[src/rtl/mdu_pkg.sv]
// Shared types and constants for the multi-cycle multiply/divide unit.
// Holds the FSM state encoding, the operation codes and default widths.
// Imported by mul_div_unit; contains no logic.
package mdu_pkg;

    // Default operand width and register address width
    localparam int MDU_WIDTH = 32;
    localparam int MDU_AW    = 4;

    // Operation select encodings; bit 1 selects divide, bit 0 selects the
    // upper half of the shared accumulator (MULHI product / REMU remainder)
    localparam logic [1:0] OP_MULLO = 2'b00;
    localparam logic [1:0] OP_MULHI = 2'b01;
    localparam logic [1:0] OP_DIVU  = 2'b10;
    localparam logic [1:0] OP_REMU  = 2'b11;

    // Controller states
    typedef enum logic [1:0] {
        IDLE = 2'd0,
        CALC = 2'd1,
        DONE = 2'd2
    } state_t;

endpackage

[src/rtl/mul_div_unit.sv]
// Iterative unsigned multiply/divide: shift-add multiply, restoring divide.
// Latency WIDTH+1 cycles from accept to Done (1 cycle for divide by zero).
// No queueing: Start is only honoured in IDLE and ignored while Busy.
module mul_div_unit
    import mdu_pkg::*;
#(
    parameter int WIDTH = MDU_WIDTH,
    parameter int AW    = MDU_AW
) (
    input  logic             CLK,
    input  logic             RESET,
    input  logic             Start,
    input  logic [1:0]       Op,
    input  logic [WIDTH-1:0] OpA,
    input  logic [WIDTH-1:0] OpB,
    input  logic [AW-1:0]    DR_in,
    output logic             Busy,
    output logic             Done,
    output logic             RegW,
    output logic [AW-1:0]    DR,
    output logic [WIDTH-1:0] Reg_in
);

    localparam int            CW       = $clog2(WIDTH) + 1;
    localparam logic [CW-1:0] CNT_LAST = CW'(WIDTH - 1);

    state_t             state;
    state_t             state_nxt;
    logic [CW-1:0]      cnt;

    // Shared datapath: acc is {product-high, multiplier} during multiply and
    // {partial remainder, dividend/quotient} during divide; opnd holds the
    // multiplicand or divisor for the whole operation.
    logic [2*WIDTH-1:0] acc;
    logic [2*WIDTH-1:0] acc_nxt;
    logic [WIDTH-1:0]   opnd;
    logic [1:0]         op_q;
    logic [AW-1:0]      dr_q;

    logic               div_zero;
    logic               calc_last;
    logic [WIDTH:0]     mul_sum;
    logic [WIDTH:0]     rem_sh;
    logic               div_ge;
    logic [WIDTH-1:0]   result;
    logic [WIDTH-1:0]   zero_result;

    // Divide by zero is detected on the live inputs so it can skip CALC
    assign div_zero    = Op[1] && (OpB == '0);
    assign calc_last   = (cnt == CNT_LAST);
    // DIVU by zero yields all ones, REMU by zero yields the dividend
    assign zero_result = Op[0] ? OpA : '1;

    // State register
    always_ff @(posedge CLK or negedge RESET) begin
        if (!RESET) begin
            state <= IDLE;
        end else begin
            state <= state_nxt;
        end
    end

    // Next-state logic
    always_comb begin
        state_nxt = state;
        case (state)
            IDLE: begin
                if (Start) begin
                    state_nxt = div_zero ? DONE : CALC;
                end
            end
            CALC: begin
                if (calc_last) begin
                    state_nxt = DONE;
                end
            end
            DONE:    state_nxt = IDLE;
            default: state_nxt = IDLE;
        endcase
    end

    // Status outputs decoded from state; the write enable is the Done pulse
    always_comb begin
        Busy = (state != IDLE);
        Done = (state == DONE);
        RegW = (state == DONE);
    end

    // One iteration of the shared datapath
    always_comb begin
        // Multiply: conditionally add multiplicand to the upper half, then
        // shift the whole accumulator right, keeping the carry bit.
        mul_sum = {1'b0, acc[2*WIDTH-1:WIDTH]} + (acc[0] ? {1'b0, opnd} : '0);
        // Divide: shift remainder left bringing in the next dividend bit,
        // subtract the divisor when it fits (restoring form).
        rem_sh  = acc[2*WIDTH-1:WIDTH-1];
        div_ge  = (rem_sh >= {1'b0, opnd});
        acc_nxt = acc;
        if (op_q[1]) begin
            if (div_ge) begin
                acc_nxt = {WIDTH'(rem_sh - {1'b0, opnd}), acc[WIDTH-2:0], 1'b1};
            end else begin
                acc_nxt = {rem_sh[WIDTH-1:0], acc[WIDTH-2:0], 1'b0};
            end
        end else begin
            acc_nxt = {mul_sum, acc[WIDTH-1:1]};
        end
        // Low half is MULLO product or quotient, high half MULHI or remainder
        result = op_q[0] ? acc_nxt[2*WIDTH-1:WIDTH] : acc_nxt[WIDTH-1:0];
    end

    // Operand capture, iteration counter and result/destination registers
    always_ff @(posedge CLK or negedge RESET) begin
        if (!RESET) begin
            acc    <= '0;
            opnd   <= '0;
            op_q   <= '0;
            dr_q   <= '0;
            cnt    <= '0;
            Reg_in <= '0;
            DR     <= '0;
        end else begin
            case (state)
                IDLE: begin
                    if (Start) begin
                        op_q <= Op;
                        dr_q <= DR_in;
                        acc  <= {{WIDTH{1'b0}}, OpA};
                        opnd <= OpB;
                        cnt  <= '0;
                        if (div_zero) begin
                            Reg_in <= zero_result;
                            DR     <= DR_in;
                        end
                    end
                end
                CALC: begin
                    acc <= acc_nxt;
                    if (calc_last) begin
                        cnt    <= '0;
                        Reg_in <= result;
                        DR     <= dr_q;
                    end else begin
                        cnt <= cnt + 1'b1;
                    end
                end
                default: begin
                    cnt <= '0;
                end
            endcase
        end
    end

endmodule

[config.mk]
export PLATFORM = sky130hd
export DESIGN_NAME = mul_div_unit
export DESIGN_NICKNAME = d
export VERILOG_FILES = /design/src/rtl/mdu_pkg.sv /design/src/rtl/mul_div_unit.sv
export SDC_FILE = /design/constraint.sdc
export NUM_CORES = 1
export LEC_CHECK = 0
export CAP_MARGIN = 30
export CORE_MARGIN = 1.5
export CORE_UTILIZATION = 35
export DETAILED_ROUTE_END_ITERATION = 6
export DONT_BUFFER_PORTS = 1
export GPL_ROUTABILITY_DRIVEN = 0
export PLACE_DENSITY = 0.61
export SLEW_MARGIN = 10
export SYNTH_ARGS = -nofsm -noshare
export SYNTH_HDL_FRONTEND = slang
export SYNTH_SLANG_ARGS = --single-unit
export TNS_END_PERCENT = 30
[constraint.sdc]
create_clock -name CLK -period 8.8 [get_ports CLK]
set_input_delay 0.88 -clock CLK [delete_from_list [all_inputs] [get_ports CLK]]
set_output_delay 0.88 -clock CLK [all_outputs]
set_load 0.005 [all_outputs]
==> summary.md <==
| Metric | Value |
|---|---|
| Status | `complete, no violations` |
| Max cap viols | `0` |
| Fillers | `3391` |
| Die Ht | `184 um` |
| Post_cts resized | `0` |
| Worst path slowest cell | `dfrtp_1` |
| Max-slew headroom | `34.0%` |
| Largest net degree at the start of global routing | `147` |
| Worst-path maximum fanout | `18` |
| P_leak | `5.39 nW` |
| Synth warnings | `0` |
| Row cnt | `66` |
| Pre-CTS setup slack | `approximately 4600 ps` |
| Antenna cell count | `0` |
| Vias in the first global route | `10.3k` |
| Root buf cell | `clkbuf_16` |
| Final setup viols | `0` |
| Num CTS Buffers | `17` |
| CP required | `9170 ps` |
| Slowest Stage Delay on Critical Path | `800 ps` |
| Worst-path clk slew | `70 ps` |
| Synth Net Count | `1523` |
| Post-DP HPWL | `28.6 mm` |
| Post-CTS Setup Inserts | `0` |
| Post-CTS Hold Buffers | `0` |
| Pwr dens | `499 mW/mm^2` |
| TritonCTS clock tree | `done` |
| Worst setup EP type | `register` |
| Async S/R FF share, synth | `100%` |
| Synth Area per Inst | `8.27 sq um` |
| Share of post-route cells with drive strength above 1 | `6.43%` |
| Area delta synth->final | `7.76%` |
| Starting density of the core | `35.3%` |
| Worst-path cell chain | `and2_1 > ha_1 > inv_1 > fa_1 > nor2b_1 > o2111ai_1 > nand2_1 > a32oi_1 > o21ai_0 > a41oi_1 > mux2_2 > a211o_1 > o21ai_2` |
| Setup CP Type | `register to register` |
| RSZ-0062 raised after global routing | `false` |
| Routed WL | `39.5 mm` |
| Nets@finish | `1465` |
| Num ports | `about 110` |
| Clock Path Buffers | `2` |
| Max Clock Skew | `about 15 ps` |
| Final hold violation count | `0` |
| Hold/Removal Path Class | `input pin to asynchronous set/reset pin` |
| Routed Antenna Nets | `0` |
| Gate Count Post-Synth | `1383` |
| Fmax | `252 MHz` |
| Worst skew pair latency | `roughly 450 ps` |
| H-tree levels | `4` |
| Number of synthesized register bits | `146` |
| Synth unique cells | `75` |
| DRT iter0 DRCs | `1110` |
| Prevailing post-synth register cell | `dfrtp_1` |
| Mapped cell area | `0.0114 sq mm` |
| Fin worst setup slack | `~4800 ps` |
| First-pass GRT wire length | `61.4 mm` |
| Register area share after synthesis | `31.9%` |
| Number of synthesized flops with an enable pin | `0` |
| Worst EP arrival | `4330 ps` |
| Total grt overflow | `0` |
| Fin crit share | `45.1%` |
| Clock Sinks | `roughly 150` |
| Final Critical Period | `roughly 4000 ps` |
| Die Area | `0.0338 sq mm` |
| Maximum vdd ir drop | `0.000246 V` |
| Via count | `10.6k` |
| DRT Pass-1 Iters | `5` |
| Setup TNS | `0 ps` |
| CP bufs+invs | `1` |
| Initial antenna violation count | `0` |
| Input/output buffers | `0` |
| CP startpoint kind | `register` |
| Wirelength per Cell | `approximately 22 um` |
| Number of vias per cell | `just under 6` |
| Core Box Area | `0.0324 sq mm` |
| Design area | `0.0123 sq mm` |
| DRC viols | `0` |
| Die width | `184 um` |
| Worst slew pin tran | `986 ps` |
| Final Slew Violations | `0` |
| GRT Overall Usage | `23.8%` |
| Placed cell areas | `0.0118 sq mm` |
| Largest delay share family, worst path | `compound AO/OA/AOI/OAI gates` |
state kept, by name (all words and copies together) (netlist names):
name	cells
cnt	6
acc	64
op_q	2
DR	4
dr_q	4
state	2
opnd	32
Reg_in	32
synth_stat cells (all sizes together), types with 19 or more instances:
cell	instances	share of area, %
clkbuf	71	2.3
mux2	22	2.2
nand3	26	1.1
buf	19	0.94
nand2	143	4.7
nor2	74	2.4
xnor2	31	2.4
a31oi	19	1.0
nor2b	27	1.5
a21oi	104	4.5
inv	56	1.8
mux2i	58	5.1
ha	65	7.1
o21ai	140	6.4
dfrtp	146	32
o22a	26	2.0
nor3	49	2.2
and2	39	2.1
xor2	19	1.5
a21o	33	2.2
through the flow:
| step | instances | utilization (%) | total power [mW] | hold WS [ps] |
|---|---|---|---|---|
| CTS | 1779 | 38.0 | 6.07 | 114 |
| global route | 1780 | 38.1 | 6.59 | 107 |
| global placement | 1745 | 36.2 | 5.27 | 489 |
| detailed placement | 1747 | 36.3 | 5.32 | 501 |
| floorplan | 1383 | - | 4.21 | 464 |
| finish | 1780 | 38.1 | 6.15 | 132 |
logic make-up after synthesis:
group                    after synthesis  synth area share, %
AO/OA/AOI/OAI                        454                 25.4
XOR/XNOR                              50                 3.83
adder cells (fa/ha/maj)               67                 7.46
buffers and inverters                148                 5.17
flip-flops                           146                 31.9
multiplexers                          80                 7.24
AND/OR/NAND/NOR                      438                 19.0
cell usage in the layout, fill, tap and decap left out, drive strengths merged, types with 27 or more instances in the layout:
cell type  netlist  final
mux2i           58     58
and2            39     39
nor2b           27     27
nor3            49     49
a21o            33     33
xnor2           31     31
dfrtp          146    146
nand2          143    143
nor2            74     74
inv             56     63
a21oi          104    104
ha              65     65
o21ai          140    140
layout make-up:
cell class              instances  area [sq um]  area share (%)
clock buffers                  18           429            3.48
clock inverters                14           120           0.974
repair buffers                 13           138            1.12
well taps                     442           553            4.49
inverters                      58           218            1.77
flip-flops and latches        146          3660            29.7
multi-input cells            1089          7210            58.5
path summary, 6_finish.rpt:
check	startpoint	endpoint	slack (ps)	cells after the start
setup / recovery	acc[0]$_DFFE_PN0P_	Reg_in[17]$_DFFE_PN0P_	4830	13
hold / removal	RESET	acc[13]$_DFFE_PN0P_	130	0
setup reg to reg	acc[0]$_DFFE_PN0P_	Reg_in[17]$_DFFE_PN0P_	4830	13
hold reg to reg	acc[26]$_DFFE_PN0P_	acc[26]$_DFFE_PN0P_	510	2
max in group asynchronous	RESET	opnd[16]$_DFFE_PN0P_	8460	0
min in group CLK	acc[26]$_DFFE_PN0P_	acc[26]$_DFFE_PN0P_	510	2
per-layer routing:
layer  global-route usage, %  wire length, um
met5                       0                0
met4                    6.07              774
met3                    6.64             3630
met2                    37.1            17800
met1                    32.3            17200
power by group:
part	switching, mW	total (mW)	internal, mW
sequential	0.339	1.33	0.995
clock	0.350	0.720	0.370
combinational	2.53	4.09	1.56
(Power assumes the default switching activity.)
